[config.mk]
export PLATFORM = sky130hd
export DESIGN_NAME = eth_tx_framer
export DESIGN_NICKNAME = d
export VERILOG_FILES = /design/src/rtl/eth_pkg.sv /design/src/rtl/eth_tx_framer.sv
export SDC_FILE = /design/constraint.sdc
export NUM_CORES = 1
export LEC_CHECK = 0
export BUFFER_PORTS_ARGS = -buffer_cell sky130_fd_sc_hd__buf_2
export CORE_MARGIN = 2
export CORE_UTILIZATION = 57
export DETAILED_ROUTE_END_ITERATION = 8
export GPL_TIMING_DRIVEN = 0
export PLACE_DENSITY = 0.95
export SKIP_CTS_REPAIR_TIMING = 1
export SYNTH_ARGS = -nofsm -noshare
export SYNTH_HDL_FRONTEND = slang
export SYNTH_SLANG_ARGS = --single-unit
export TNS_END_PERCENT = 1
[constraint.sdc]
create_clock -name clk -period 4.05 [get_ports clk]
set_clock_uncertainty 0.2 [all_clocks]
set_input_delay 0.2025 -clock clk [delete_from_list [all_inputs] [get_ports clk]]
set_output_delay 0.2025 -clock clk [all_outputs]
set_load 0.005 [all_outputs]
[src/rtl/eth_pkg.sv]
// Shared definitions for the Ethernet transmit framer: frame states and the
// fixed preamble/SFD/FCS constants.
package eth_pkg;

    typedef enum logic [2:0] {
        IDLE = 3'd0,
        PRE  = 3'd1,
        SFD  = 3'd2,
        DATA = 3'd3,
        PAD  = 3'd4,
        FCS  = 3'd5,
        IFG  = 3'd6
    } state_t;

    localparam logic [7:0]  PREAMBLE_BYTE = 8'h55;
    localparam logic [7:0]  SFD_BYTE      = 8'hD5;
    localparam int          PREAMBLE_LEN  = 7;
    localparam int          FCS_LEN       = 4;
    localparam logic [31:0] CRC_RESIDUE   = 32'hC704DD7B;

endpackage

[src/rtl/eth_tx_framer.sv]
// Transmit framer: wraps a payload stream in preamble/SFD, pads to the minimum
// length, appends the FCS read from the downstream CRC stage and enforces the IFG.
module eth_tx_framer
    import eth_pkg::*;
#(
    parameter int MIN_LEN    = 60,
    parameter int IFG_CYCLES = 12,
    parameter int CNT_W      = 11
) (
    input  logic       clk,
    input  logic       reset,
    input  logic [7:0] in_data,
    input  logic       in_valid,
    input  logic       in_last,
    output logic       in_ready,
    output logic [7:0] out_data,
    output logic       out_valid,
    output logic       out_last,
    input  logic       out_ready,
    output logic [7:0] crc_d,
    output logic       crc_calc,
    output logic       crc_d_valid,
    output logic       crc_init,
    input  logic [7:0] crc_byte,
    output logic       busy
);

    localparam int SUB_W = 8;

    state_t             state_r;
    state_t             state_s;
    logic [CNT_W-1:0]   byte_cnt_r;
    logic [CNT_W-1:0]   byte_cnt_s;
    logic [CNT_W-1:0]   byte_inc_s;
    logic [CNT_W:0]     cnt_plus1_s;
    logic [SUB_W-1:0]   sub_cnt_r;
    logic [SUB_W-1:0]   sub_cnt_s;
    logic               acc_s;

    assign acc_s       = out_valid & out_ready;
    assign cnt_plus1_s = {1'b0, byte_cnt_r} + {{CNT_W{1'b0}}, 1'b1};
    // Saturating byte count; long frames are passed through untruncated.
    assign byte_inc_s  = (byte_cnt_r == {CNT_W{1'b1}}) ? byte_cnt_r : cnt_plus1_s[CNT_W-1:0];

    // State and counter registers
    always_ff @(posedge clk or posedge reset) begin
        if (reset) begin
            state_r    <= IDLE;
            byte_cnt_r <= {CNT_W{1'b0}};
            sub_cnt_r  <= {SUB_W{1'b0}};
        end else begin
            state_r    <= state_s;
            byte_cnt_r <= byte_cnt_s;
            sub_cnt_r  <= sub_cnt_s;
        end
    end

    // Byte-lane and CRC-control outputs decoded from the current state
    always_comb begin
        out_data  = 8'h00;
        out_valid = 1'b0;
        out_last  = 1'b0;
        in_ready  = 1'b0;
        crc_calc  = 1'b0;
        crc_init  = 1'b0;
        case (state_r)
            IDLE: begin
                crc_init = 1'b1;
            end
            PRE: begin
                out_data  = PREAMBLE_BYTE;
                out_valid = 1'b1;
            end
            SFD: begin
                out_data  = SFD_BYTE;
                out_valid = 1'b1;
            end
            DATA: begin
                out_data  = in_data;
                out_valid = in_valid;
                in_ready  = out_ready;
                crc_calc  = 1'b1;
            end
            PAD: begin
                out_data  = 8'h00;
                out_valid = 1'b1;
                crc_calc  = 1'b1;
            end
            FCS: begin
                out_data  = crc_byte;
                out_valid = 1'b1;
                if (sub_cnt_r == SUB_W'(FCS_LEN - 1)) begin
                    out_last = 1'b1;
                end else begin
                    out_last = 1'b0;
                end
            end
            IFG: begin
                out_valid = 1'b0;
            end
            default: begin
                out_valid = 1'b0;
            end
        endcase
    end

    assign crc_d       = out_data;
    assign crc_d_valid = acc_s & ((state_r == DATA) | (state_r == PAD) | (state_r == FCS));
    assign busy        = (state_r != IDLE);

    // Next-state and counter update; every byte state advances only on an accept
    always_comb begin
        state_s    = state_r;
        byte_cnt_s = byte_cnt_r;
        sub_cnt_s  = sub_cnt_r;
        case (state_r)
            IDLE: begin
                if (in_valid) begin
                    state_s   = PRE;
                    sub_cnt_s = {SUB_W{1'b0}};
                end else begin
                    state_s   = IDLE;
                end
            end
            PRE: begin
                if (acc_s) begin
                    if (sub_cnt_r == SUB_W'(PREAMBLE_LEN - 1)) begin
                        state_s   = SFD;
                        sub_cnt_s = {SUB_W{1'b0}};
                    end else begin
                        sub_cnt_s = sub_cnt_r + {{(SUB_W-1){1'b0}}, 1'b1};
                    end
                end else begin
                    state_s = PRE;
                end
            end
            SFD: begin
                if (acc_s) begin
                    state_s    = DATA;
                    byte_cnt_s = {CNT_W{1'b0}};
                end else begin
                    state_s = SFD;
                end
            end
            DATA: begin
                if (acc_s) begin
                    byte_cnt_s = byte_inc_s;
                    if (in_last) begin
                        if (cnt_plus1_s < (CNT_W+1)'(MIN_LEN)) begin
                            state_s = PAD;
                        end else begin
                            state_s   = FCS;
                            sub_cnt_s = {SUB_W{1'b0}};
                        end
                    end else begin
                        state_s = DATA;
                    end
                end else begin
                    state_s = DATA;
                end
            end
            PAD: begin
                if (acc_s) begin
                    byte_cnt_s = byte_inc_s;
                    if (cnt_plus1_s == (CNT_W+1)'(MIN_LEN)) begin
                        state_s   = FCS;
                        sub_cnt_s = {SUB_W{1'b0}};
                    end else begin
                        state_s = PAD;
                    end
                end else begin
                    state_s = PAD;
                end
            end
            FCS: begin
                if (acc_s) begin
                    if (sub_cnt_r == SUB_W'(FCS_LEN - 1)) begin
                        state_s   = IFG;
                        sub_cnt_s = {SUB_W{1'b0}};
                    end else begin
                        sub_cnt_s = sub_cnt_r + {{(SUB_W-1){1'b0}}, 1'b1};
                    end
                end else begin
                    state_s = FCS;
                end
            end
            IFG: begin
                // The mandatory IDLE cycle that follows supplies the last gap cycle
                if (sub_cnt_r >= SUB_W'(IFG_CYCLES - 2)) begin
                    state_s = IDLE;
                end else begin
                    sub_cnt_s = sub_cnt_r + {{(SUB_W-1){1'b0}}, 1'b1};
                end
            end
            default: begin
                state_s = IDLE;
            end
        endcase
    end

endmodule
==> reports/metrics.yaml, run 1 <==
placed_design:
  hpwlAfterDp_um: 3111
  port-buffer-count: 43
  dp_slack_ns: 1.349
  placedInstanceArea_um2: 2016
  place_congestion: 0.9234
final_layout:
  drive_above_1_share_pct: 24.00
  fillCellCount: 224
  syn_to_final_growth_pct: 17.21
  antenna-diode-count: 0
  layout.nets: 300
  final_area_um2: 2062
power_and_ir_drop:
  vdd_ir_drop_max_uv: 212.7
  power.static_leakage_nw: 0.9260
  fin_total_pwr_mw: 1.241
  power_per_cell_area_nw_per_um2: 601.8
timing:
  finalHoldViolations: 0
  total_negative_setup_slacks_ns: 0
  fin_worst_setup_slack_ns: 1.293
  min_period_over_period_pct: 68.08
  final.min_clock_period_ns: 2.757
  maxSlewViolCount: 0
  timing.slew.headroom_pct: 42.16
  timing_worst_slew_pin_value_ns: 0.8666
  timing.fmax_ghz: 0.3627
  report.final.setup_viol: 0
  setup_repair_after_global_routing_missed_its_margin: "false"
synth:
  yosys_register_bits: 22
  synth_seq_area_share_pct: 31.29
  syn_area_um2: 1759
  synth-edff-count: 0
  syn_area_per_cell_um2: 7.750
  count_of_unique_library_cells_instantiated_by_yosys: 52
  postSynthCellCount: 227
  ys.warnings.count: 0
  ys_async_sr_fraction_pct: 100.0
  synth-main-ff-cell: "sky130_fd_sc_hd__dfrtp_1"
  mappedNetlistNets: 251
clocking:
  cts_sink_count: 22
  cts_htree_levels: 1
  cts_buffers: 3
  clk_latency_ns: 0.32
  cts_root_buf: "sky130_fd_sc_hd__clkbuf_4"
  tritoncts: "yes"
  clkTransAtPathRegs_ns: 0.13
  cts-root-to-sink-buffers: 2
route:
  drtPass1Iterations: 4
  postRouteWirelength_um: 4113
  drc_errors: 0
  num_vias: 1840
  via_count_normalized_by_instance_count: 5.974
  post_detailed_route_count_of_antenna_violating_nets: 0
  drtIter0Drc: 115
  detail_route.wl_per_cell_um: 13.35
run:
  max_cap_viol_count: 0
global_route:
  antenna_violations_before_repair: 0
  grt_pass1_vias: 1557
  wire_length_of_the_first_global_routing_pass_um: 6486
  globalRoute.totalOverflow: 0
  grt_start_max_net_pins: 23
  grt_use_total_pct: 23.65
setup_path:
  critical_path_start_type: "register"
  worst_setup_path_end_kind: "register"
  crit_arrival_ns: 2.77
  r2r-end: "sub_cnt_r[5]"
  reg2reg_depth: 8
  r2r_slack_ns: 1.29
  critPathKind: "register to register"
  cp.required_ns: 4.06
  path_max_fanout: 7
  reg2reg_from: "byte_cnt_r[1]"
floorplanning:
  die_h_um: 59.56
  placement_rows: 20
  starting_density_of_the_core_pct: 58.58
  design.die.area_um2: 3547
  ios: 44
  floorplan.core_area_um2: 3003
  dieWidth_um: 59.56
status:
  outcome: "completed"
min_path:
  worstHoldStart: "in_last"
  capture_endpoint_of_the_worst_hold_path: "state_r[2]"
  hold-path-cell-count: 3
  class_of_the_tightest_hold_or_removal_check: "input port to register"
==> through the flow <==
step	hold WS (ns)	utilization, %	instances
2_1_floorplan	-0.008274	-	227
3_3_place_gp	0.2182	67.13	303
3_5_place_dp	0.2282	67.13	303
4_1_cts	-0.1319	68.33	307
5_1_grt	0.01443	68.67	308
6_report	0.006321	68.67	308
==> synthesized netlist by cell type (2+ instances only) <==
cell type / n / area, µm²
sky130_fd_sc_hd__o21ai_0: 7 / 35.03
sky130_fd_sc_hd__inv_1: 6 / 22.52
sky130_fd_sc_hd__o31ai_1: 7 / 52.55
sky130_fd_sc_hd__a21o_1: 6 / 45.04
sky130_fd_sc_hd__buf_2: 5 / 25.02
sky130_fd_sc_hd__clkbuf_1: 8 / 30.03
sky130_fd_sc_hd__nand4_1: 2 / 12.51
sky130_fd_sc_hd__and3_1: 5 / 31.28
sky130_fd_sc_hd__nand3_1: 16 / 80.08
sky130_fd_sc_hd__o21ai_1: 19 / 95.09
sky130_fd_sc_hd__and2_1: 3 / 18.77
sky130_fd_sc_hd__dfrtp_1: 22 / 550.5
sky130_fd_sc_hd__buf_4: 9 / 67.56
sky130_fd_sc_hd__o22ai_1: 6 / 37.54
sky130_fd_sc_hd__xnor2_1: 2 / 17.52
sky130_fd_sc_hd__nand2b_1: 6 / 37.54
sky130_fd_sc_hd__nor2_1: 14 / 52.55
sky130_fd_sc_hd__a22oi_1: 3 / 22.52
sky130_fd_sc_hd__a31oi_1: 2 / 12.51
sky130_fd_sc_hd__or2_2: 2 / 12.51
sky130_fd_sc_hd__nand2_1: 19 / 71.32
sky130_fd_sc_hd__nand3b_1: 3 / 22.52
sky130_fd_sc_hd__nor2b_1: 12 / 75.07
sky130_fd_sc_hd__nor4_1: 2 / 12.51
sky130_fd_sc_hd__ha_1: 3 / 37.54
sky130_fd_sc_hd__nor3_1: 6 / 30.03
sky130_fd_sc_hd__a21oi_1: 7 / 35.03
==> critical path: stages (launching register included) <==
cell and delay, ns:
sky130_fd_sc_hd__dfrtp_1 0.44, sky130_fd_sc_hd__ha_1 0.25, sky130_fd_sc_hd__nand3_1 0.22, sky130_fd_sc_hd__nor2_1 0.30
sky130_fd_sc_hd__mux2_2 0.41, sky130_fd_sc_hd__a41o_1 0.26, sky130_fd_sc_hd__or2_1 0.22, sky130_fd_sc_hd__buf_2 0.16
sky130_fd_sc_hd__a21o_1 0.18
==> state kept, by name (all words and copies together), names as in the netlist <==
signal	flops
byte_cnt_r	11
sub_cnt_r	8
state_r	3
==> report_power, final <==
group	switching (mW)	internal (mW)	leakage [nW]
Clock	0.0704	0.0550	0.0210
Sequential	0.0666	0.278	0.277
Combinational	0.407	0.364	0.628
Total	0.544	0.697	0.926
==> worst max path at each step <==
stage	start	endpoint	slack (ns)
after floorplan	byte_cnt_r[0]	sub_cnt_r[2]	1.58
after global placement	byte_cnt_r[0]	sub_cnt_r[5]	1.39
after detailed placement	byte_cnt_r[0]	sub_cnt_r[6]	1.35
after CTS	byte_cnt_r[0]	sub_cnt_r[6]	1.32
after global routing	byte_cnt_r[0]	sub_cnt_r[6]	1.10
final	byte_cnt_r[1]	sub_cnt_r[5]	1.29
==> layout make-up <==
cell class	instances	area, µm²	area share, %
Timing Repair Buffer	44	225.2	10.92
Tap cell	33	41.29	2.002
Buffer	23	126.4	6.129
Multi-Input combinational cell	176	1060	51.40
Inverter	6	22.52	1.092
Sequential cell	22	550.5	26.70
Clock buffer	4	36.28	1.760
==> cell usage in the layout, fill, tap and decap left out, types with 7 or more instances in the layout <==
cell and count:
sky130_fd_sc_hd__nand2_1 19, sky130_fd_sc_hd__clkbuf_1 8, sky130_fd_sc_hd__nand3_1 16, sky130_fd_sc_hd__nor2b_1 12, sky130_fd_sc_hd__o21ai_0 7, sky130_fd_sc_hd__o31ai_1 7
sky130_fd_sc_hd__buf_2 48, sky130_fd_sc_hd__nor2_1 14, sky130_fd_sc_hd__dfrtp_1 22, sky130_fd_sc_hd__o21ai_1 19, sky130_fd_sc_hd__a21oi_1 7, sky130_fd_sc_hd__buf_4 9
==> kinds of logic (layout without fill, tap and decap cells) <==
family / Yosys count / after routing / share of synthesized area (%)
AOI/OAI and AO/OA: 71 / 71 / 26.17
DFF: 22 / 22 / 31.29
xor gates and xnor gates: 3 / 3 / 1.494
adders and majority gates: 3 / 3 / 2.134
and+or+nand+nor: 98 / 98 / 29.80
muxes: 1 / 1 / 0.6401
buffers and inverters: 29 / 77 / 8.463
==> routing by layer <==
| metal | vias up | track usage, % | share of wire (%) | wire length [µm] |
|---|---|---|---|---|
| met5 | - | 0 | 0 | 0 |
| met4 | 0 | 9.524 | 1.3 | 53 |
| met3 | 6 | 2.620 | 7.5 | 308 |
| met2 | 79 | 40.82 | 49 | 1996 |
| met1 | 830 | 30.00 | 43 | 1755 |
| li1 | 925 | - | - | - |
No activity file was read; power rests on OpenSTA's default activity.
==> run 2: changes to the inputs <==
--- a/config.mk
+++ b/config.mk
@@ -5,12 +5,13 @@
 export SDC_FILE = /design/constraint.sdc
 export NUM_CORES = 1
 export LEC_CHECK = 0
+export ABC_AREA = 1
 export BUFFER_PORTS_ARGS = -buffer_cell sky130_fd_sc_hd__buf_2
 export CORE_MARGIN = 2
-export CORE_UTILIZATION = 57
+export CORE_UTILIZATION = 55
 export DETAILED_ROUTE_END_ITERATION = 8
 export GPL_TIMING_DRIVEN = 0
-export PLACE_DENSITY = 0.95
+export PLACE_DENSITY = 0.92
 export SKIP_CTS_REPAIR_TIMING = 1
 export SYNTH_ARGS = -nofsm -noshare
 export SYNTH_HDL_FRONTEND = slang
==> constraint.sdc (replaced) <==
create_clock -name clk -period 2.6 [get_ports clk]
set_clock_uncertainty 0.2 [all_clocks]
set_input_delay 0.13 -clock clk [delete_from_list [all_inputs] [get_ports clk]]
set_output_delay 0.13 -clock clk [all_outputs]
set_load 0.005 [all_outputs]
==> run 2 against run 1 <==
Synthesized cell count is 35% higher. Combinational power is 88% higher. Clock-buffer cell count is 1 lower. Critical path depth stayed put. Flip-flop and latch count stayed put. Critical endpoint is now out_data[6]. Wire length is 26% higher. Non-clock buffer count is 9 lower. The flow now finishes with violations (negative hold slack).
==> reports/metrics.yaml, run 2 <==
status:
  outcome: "finished with violations"  # was completed
  violations: "negative hold slack"
clocking:
  tritoncts: "yes"  # unchanged
  cts_htree_levels: 1  # unchanged
  clk_latency_ns: 0.27  # was 0.32 ns
  cts-root-to-sink-buffers: 2  # unchanged
  clkTransAtPathRegs_ns: 0.08  # was 0.13 ns
  cts_root_buf: "sky130_fd_sc_hd__clkbuf_8"  # was sky130_fd_sc_hd__clkbuf_4
  cts_buffers: 3  # unchanged
  cts_sink_count: 22  # unchanged
placed_design:
  hpwlAfterDp_um: 3898  # was 3111 µm
  place_congestion: 0.9239  # was 0.9234
  dp_slack_ns: 0.3359  # was 1.349 ns
  placedInstanceArea_um2: 2325  # was 2016 µm²
  numPlacedInstances: 398  # was 303
  port-buffer-count: 43  # unchanged
power_and_ir_drop:
  power.static_leakage_nw: 1.197  # was 0.9260 nW
  vdd_ir_drop_max_uv: 335.6  # was 212.7 µV
  power_per_cell_area_nw_per_um2: 940.7  # was 601.8 nW/µm²
  fin_total_pwr_mw: 2.238  # was 1.241 mW
setup_path:
  cp.required_ns: 2.27  # was 4.06 ns
  reg2reg_depth: 14  # was 8
  cp-endpoint: "out_data[6]"  # was sub_cnt_r[5]
  r2r_slack_ns: 0.31  # was 1.29 ns
  critPathKind: "register to output pin"  # was register to register
  path_max_fanout: 10  # was 7
  r2r-end: "sub_cnt_r[6]"  # was sub_cnt_r[5]
  critical_path_start_type: "register"  # unchanged
  reg2reg_from: "byte_cnt_r[0]"  # was byte_cnt_r[1]
  worst_setup_path_end_kind: "output pin"  # was register
  worst_setup_path_startpoint: "state_r[2]"  # was byte_cnt_r[1]
  crit_arrival_ns: 2.00  # was 2.77 ns
timing:
  timing.fmax_ghz: 0.4283
  final.min_clock_period_ns: 2.335
  min_period_over_period_pct: 89.80
  report.final.setup_viol: 0  # unchanged
  setup_repair_after_global_routing_missed_its_margin: "false"  # unchanged
  finalHoldViolations: 1  # was 0
  hold_slack_ns: -0.0004840  # was 0.006321 ns
  total_negative_setup_slacks_ns: 0  # unchanged
  maxSlewViolCount: 0  # unchanged
  fin_worst_setup_slack_ns: 0.2652  # was 1.293 ns
  timing_worst_slew_pin_value_ns: 0.8946  # was 0.8666 ns
  timing.slew.headroom_pct: 40.29  # was 42.16%
synth:
  post_synth_most_frequent_cells: "sky130_fd_sc_hd__nand2_1, sky130_fd_sc_hd__inv_1, sky130_fd_sc_hd__nand3_1, sky130_fd_sc_hd__dfrtp_1, sky130_fd_sc_hd__nor2_1"  # was sky130_fd_sc_hd__dfrtp_1, sky130_fd_sc_hd__nand2_1, sky130_fd_sc_hd__o21ai_1, sky130_fd_sc_hd__nand3_1, sky130_fd_sc_hd__nor2_1
  ys.warnings.count: 0  # unchanged
  synth_seq_area_share_pct: 26.86  # was 31.29%
  yosys_register_bits: 22  # unchanged
  synth-main-ff-cell: "sky130_fd_sc_hd__dfrtp_1"  # unchanged
  cell_taking_the_most_area_after_synthesis: "sky130_fd_sc_hd__dfrtp_1"  # unchanged
  count_of_unique_library_cells_instantiated_by_yosys: 32  # was 52
  netlist.area_leader.share_pct: 26.86  # was 31.29%
  synthTopCellsByArea: "sky130_fd_sc_hd__dfrtp_1, sky130_fd_sc_hd__nand2_1, sky130_fd_sc_hd__nand3_1, sky130_fd_sc_hd__inv_1, sky130_fd_sc_hd__nand4_1"  # was sky130_fd_sc_hd__dfrtp_1, sky130_fd_sc_hd__o21ai_1, sky130_fd_sc_hd__nand3_1, sky130_fd_sc_hd__nor2b_1, sky130_fd_sc_hd__nand2_1
  syn_area_um2: 2049  # was 1759 µm²
  syn_area_per_cell_um2: 6.676  # was 7.750 µm²
  synth-edff-count: 0  # unchanged
  mappedNetlistNets: 331  # was 251
  synth_most_common_cell: "sky130_fd_sc_hd__nand2_1"  # was sky130_fd_sc_hd__dfrtp_1
  ys_async_sr_fraction_pct: 100.0  # unchanged
  postSynthCellCount: 307  # was 227
route:
  drtPass1Iterations: 5  # was 4
  via_count_normalized_by_instance_count: 5.602  # was 5.974
  num_vias: 2252  # was 1840
  drc_errors: 0  # unchanged
  postRouteWirelength_um: 5185  # was 4113 µm
  drtIter0Drc: 197  # was 115
  post_detailed_route_count_of_antenna_violating_nets: 0  # unchanged
  detail_route.wl_per_cell_um: 12.90  # was 13.35 µm
final_layout:
  layout.cells.most_common_list: "sky130_fd_sc_hd__nand2_1, sky130_fd_sc_hd__buf_2, sky130_fd_sc_hd__inv_1"  # was sky130_fd_sc_hd__buf_2, sky130_fd_sc_hd__dfrtp_1, sky130_fd_sc_hd__o21ai_1, sky130_fd_sc_hd__nand2_1, sky130_fd_sc_hd__nand3_1
  commonest_non_fill_non_tap_cell_in_the_layout: "sky130_fd_sc_hd__nand2_1"  # was sky130_fd_sc_hd__buf_2
  final_cells: 402  # was 308
  layout.nets: 380  # was 300
  largest_registers: "byte_cnt_r (11), sub_cnt_r (8), state_r (3)"  # unchanged
  final_area_um2: 2379  # was 2062 µm²
  max_flop_register: "byte_cnt_r"  # unchanged
  drive_above_1_share_pct: 27.40  # was 24.00%
  syn_to_final_growth_pct: 16.06  # was 17.21%
  antenna-diode-count: 0  # unchanged
  max_reg_flops: 11  # unchanged
  final_util_pct: 65.46  # was 68.67%
global_route:
  global_route.usage.met1_pct: 33.91  # was 30.00%
  globalRoute.totalOverflow: 0  # unchanged
  grt_use_total_pct: 26.53  # was 23.65%
  antenna_violations_before_repair: 0  # unchanged
  wire_length_of_the_first_global_routing_pass_um: 8976  # was 6486 µm
  grt_start_max_net_pins: 23  # unchanged
  grt_pass1_vias: 2096  # was 1557
  met2_track_demand_over_resource_pct: 45.62  # was 40.82%
  global_route.peak_usage_layer: "met2"  # unchanged
  grt_util_met3_pct: 3.646  # was 2.620%
floorplanning:
  placement_rows: 22  # was 20
  starting_density_of_the_core_pct: 56.40  # was 58.58%
  floorplan.core_area_um2: 3633  # was 3003 µm²
  die_h_um: 65.05  # was 59.56 µm
  design.die.area_um2: 4231  # was 3547 µm²
  dieWidth_um: 65.05  # was 59.56 µm
  ios: 44  # unchanged
min_path:
  class_of_the_tightest_hold_or_removal_check: "input port to register"  # unchanged
run:
  max_cap_viol_count: 0  # unchanged
-- run 2: cell count changes in the layout (fill, tap and decap cells not counted), moves of 10 or more --
| cell | change |
|---|---|
| sky130_fd_sc_hd__o21ai_1 | -13 |
| sky130_fd_sc_hd__inv_1 | +25 |
| sky130_fd_sc_hd__nand4_1 | +13 |
| sky130_fd_sc_hd__nor2b_1 | -12 |
| sky130_fd_sc_hd__inv_2 | +10 |
| sky130_fd_sc_hd__nand2_1 | +75 |
| sky130_fd_sc_hd__nand3_1 | +14 |
-- run 2: worst max-delay path, stage by stage, from the launching register on --
cell	delay, ns
sky130_fd_sc_hd__dfrtp_1	0.49
sky130_fd_sc_hd__inv_2	0.10
sky130_fd_sc_hd__nor2_2	0.16
sky130_fd_sc_hd__inv_1	0.12
sky130_fd_sc_hd__nor2_2	0.21
sky130_fd_sc_hd__buf_2	0.26
sky130_fd_sc_hd__a221o_1	0.20
sky130_fd_sc_hd__buf_4	0.11
sky130_fd_sc_hd__buf_2	0.10
-- run 2: report_power, final --
group          internal (mW)  switching, mW
registers              0.440          0.131
logic                  0.590          0.857
clock network          0.104          0.117
-- run 2: logic make-up after synthesis --
family          Yosys count  share of synthesized area (%)
fa+ha+maj                 3                          1.832
compound gates           38                          13.43
flops                    22                          26.86
simple gates            187                          44.93
buf+inv                  55                          12.09
xor+xnor                  2                         0.8549
-- run 2: layout make-up --
type / count / area [µm²]
fillers: 311 / 1255
multi-input cells: 230 / 1254
flip-flops and latches: 22 / 550.5
repair buffers: 44 / 225.2
inverters: 41 / 153.9
plain buffers: 14 / 93.84
well taps: 48 / 60.06
clock buffers: 3 / 41.29
-- run 2: layer usage --
metal  routed length [µm]  vias to the layer above  part of all wire, %
met5                    0                        -                    0
met4                   98                        0                  1.9
met3                  417                       11                  8.0
met2                 2417                      115                   47
met1                 2251                     1022                   43
li1                     -                     1104                    -
-- run 2: worst min path at each step --
stage	start	end	slack [ns]	cells past startpoint
5_1_grt	in_last	state_r[2]	0.004	3
4_1_cts	reset	byte_cnt_r[2]	-0.13	2
6_report	in_last	state_r[2]	-0.0005	3
3_5_place_dp	reset	sub_cnt_r[5]	0.16	2
3_3_place_gp	reset	sub_cnt_r[5]	0.16	2
2_1_floorplan	reset	byte_cnt_r[0]	-0.08	1
==> run 3: changes to the inputs <==
--- a/config.mk
+++ b/config.mk
@@ -7,10 +7,12 @@
 export LEC_CHECK = 0
 export ABC_AREA = 1
 export BUFFER_PORTS_ARGS = -buffer_cell sky130_fd_sc_hd__buf_2
+export CAP_MARGIN = 20
 export CORE_MARGIN = 2
 export CORE_UTILIZATION = 55
 export DETAILED_ROUTE_END_ITERATION = 8
 export GPL_TIMING_DRIVEN = 0
+export MAX_ROUTING_LAYER = met4
 export PLACE_DENSITY = 0.92
 export SKIP_CTS_REPAIR_TIMING = 1
 export SYNTH_ARGS = -nofsm -noshare
==> run 3 against run 2 <==
The run now ends clean. Sequential power is essentially flat. Highest routed layer unchanged. Register-to-register slack about the same. Setup slack lost 0.035 ns. Critical path type unchanged. Utilization increased by 0.76 points. Hold slack improved by 0.0043 ns. Largest cell class unchanged. Critical path depth unchanged. Design area grew 1.2%. First-iteration DRC count rose by 25%. Total power rose by 5.0%. Final cell count rose by 0.25%. Wire length increased by 1.9%.
==> reports/metrics.yaml, run 3 (synthesized netlist as in run 2, its figures left out) <==
status:
  outcome: "completed"  # was finished with violations
placed_design:
  port-buffer-count: 43  # unchanged
  place_congestion: 0.9324  # was 0.9239
  hpwlAfterDp_um: 3914  # was 3898 µm
  numPlacedInstances: 398  # unchanged
route:
  post_detailed_route_count_of_antenna_violating_nets: 0  # unchanged
  detail_route.wl_per_cell_um: 13.11  # was 12.90 µm
  drc_errors: 0  # unchanged
  num_vias: 2301  # was 2252
  drtIter0Drc: 247  # was 197
  via_count_normalized_by_instance_count: 5.710  # was 5.602
  postRouteWirelength_um: 5285  # was 5185 µm
  drtPass1Iterations: 5  # unchanged
final_layout:
  max_flop_register: "byte_cnt_r"  # unchanged
  fillCellCount: 317  # was 311
  final_cells: 403  # was 402
  antenna-diode-count: 0  # unchanged
  max_reg_flops: 11  # unchanged
  final_util_pct: 66.22  # was 65.46%
  syn_to_final_growth_pct: 17.40  # was 16.06%
  layout.nets: 380  # unchanged
  drive_above_1_share_pct: 27.32  # was 27.40%
  commonest_non_fill_non_tap_cell_in_the_layout: "sky130_fd_sc_hd__nand2_1"  # unchanged
  layout.cells.most_common_list: "sky130_fd_sc_hd__nand2_1, sky130_fd_sc_hd__buf_2, sky130_fd_sc_hd__inv_1"  # unchanged
  largest_registers: "byte_cnt_r (11), sub_cnt_r (8), state_r (3)"  # unchanged
timing:
  final.min_clock_period_ns: 2.370  # was 2.335 ns
  total_negative_setup_slacks_ns: 0  # unchanged
  min_period_over_period_pct: 91.14  # was 89.80%
  setup_repair_after_global_routing_missed_its_margin: "false"  # unchanged
  timing_worst_slew_pin_value_ns: 0.9106  # was 0.8946 ns
  report.final.setup_viol: 0  # unchanged
  timing.fmax_ghz: 0.4220  # was 0.4283 GHz
  maxSlewViolCount: 0  # unchanged
  timing.slew.headroom_pct: 39.23  # was 40.29%
  finalHoldViolations: 0  # was 1
run:
  max_cap_viol_count: 0  # unchanged
min_path:
  class_of_the_tightest_hold_or_removal_check: "input port to register"  # unchanged
clocking:
  cts_buffers: 3  # unchanged
  tritoncts: "yes"  # unchanged
  clk_latency_ns: 0.27  # about the same
  cts-root-to-sink-buffers: 2  # unchanged
  cts_root_buf: "sky130_fd_sc_hd__clkbuf_8"  # unchanged
  clkTransAtPathRegs_ns: 0.08  # about the same
  cts_htree_levels: 1  # unchanged
  cts_sink_count: 22  # unchanged
global_route:
  antenna_violations_before_repair: 0  # unchanged
  grt_pass1_vias: 2044  # was 2096
  grt_start_max_net_pins: 23  # unchanged
  wire_length_of_the_first_global_routing_pass_um: 8894  # was 8976 µm
  grt_use_total_pct: 26.89  # was 26.53%
  globalRoute.totalOverflow: 0  # unchanged
floorplanning:
  starting_density_of_the_core_pct: 56.40  # unchanged
  placement_rows: 22  # unchanged
  die_h_um: 65.05  # unchanged
  dieWidth_um: 65.05  # unchanged
  design.die.area_um2: 4231  # unchanged
  floorplan.core_area_um2: 3633  # unchanged
  ios: 44  # unchanged
power_and_ir_drop:
  power_per_cell_area_nw_per_um2: 976.9  # was 940.7 nW/µm²
  vdd_ir_drop_max_uv: 352.7  # was 335.6 µV
  power.static_leakage_nw: 1.214  # was 1.197 nW
setup_path:
  critical_path.cell_chain: "inv_2 > nor2_2 > inv_1 > nor2_2 > buf_2 > a22o_1 > buf_4 > buf_2"  # was inv_2 > nor2_2 > inv_1 > nor2_2 > buf_2 > a221o_1 > buf_4 > buf_2
  critPathMaxStageDelay_ns: 0.50  # was 0.49 ns
  worst_setup_path_end_kind: "output pin"  # unchanged
  crit_arrival_ns: 2.04  # was 2.00 ns
  path_max_fanout: 10  # unchanged
  critical_path_start_type: "register"  # unchanged
  crit_path_top_delay_cell: "sky130_fd_sc_hd__dfrtp_1"  # unchanged
  critPathKind: "register to output pin"  # unchanged
  cp.required_ns: 2.27  # about the same
-- run 3: changes by cell type in the layout (fill, tap and decap cells not counted), sizes merged --
| cell | change |
|---|---|
| bufinv | +1 |
-- run 3: worst max-delay path: cells and delay by family, from the launching register on --
kind	cells	cell delay [ns]
AND/OR/NAND/NOR	2	0.39
AO/OA/AOI/OAI	1	0.19
buffers and inverters	5	0.70
flip-flops	1	0.50
-- run 3: report_power, final --
part           switching (mW)  leakage, nW  internal, mW
Sequential              0.131        0.298         0.440
Combinational           0.866        0.880         0.589
Clock                   0.120       0.0357         0.206
Total                    1.12         1.21          1.23
-- run 3: final cells by class --
cell class	count	area (µm²)	area share, %
Timing Repair Buffer	44	225.2	9.360
Sequential cell	22	550.5	22.88
Buffer	14	93.84	3.900
Multi-Input combinational cell	230	1251	52.00
Clock buffer	3	41.29	1.716
Inverter	41	153.9	6.396
Tap cell	48	60.06	2.496
Clock inverter	1	30.03	1.248
-- run 3: worst paths after layout --
| path | start | end | slack [ns] | cells after the start |
|---|---|---|---|---|
| max | state_r[2] | out_data[3] | 0.23 | 8 |
| min | in_last | state_r[2] | 0.004 | 3 |
| max reg2reg | byte_cnt_r[0] | sub_cnt_r[4] | 0.30 | 13 |
| min reg2reg | sub_cnt_r[7] | sub_cnt_r[7] | 0.31 | 2 |
| max in group asynchronous | reset | state_r[1] | 1.25 | 3 |
| min in group asynchronous | reset | sub_cnt_r[6] | 0.40 | 3 |
-- run 3: layer usage --
| layer | part of all wire, % | GRT usage, % | up-vias |
|---|---|---|---|
| met5 | 0 | - | - |
| met4 | 1.5 | 9.115 | 0 |
| met3 | 8.2 | 2.951 | 10 |
| met2 | 48 | 43.81 | 136 |
| met1 | 43 | 35.04 | 1043 |
| li1 | - | - | 1112 |
-- run 3: per-stage QoR --
stage / hold slack, ns / worst slack, ns / total power [mW] / cell area, µm²
5_1_grt: 0.02953 / 0.03667 / 2.533 / 2406
3_5_place_dp: 0.1710 / 0.3434 / 1.999 / 2325
6_report: 0.003861 / 0.2305 / 2.350 / 2406
2_1_floorplan: -0.08077 / 0.6135 / 1.611 / 2049
3_3_place_gp: 0.1592 / 0.3932 / 1.953 / 2325
4_1_cts: -0.1283 / 0.2612 / 2.337 / 2396
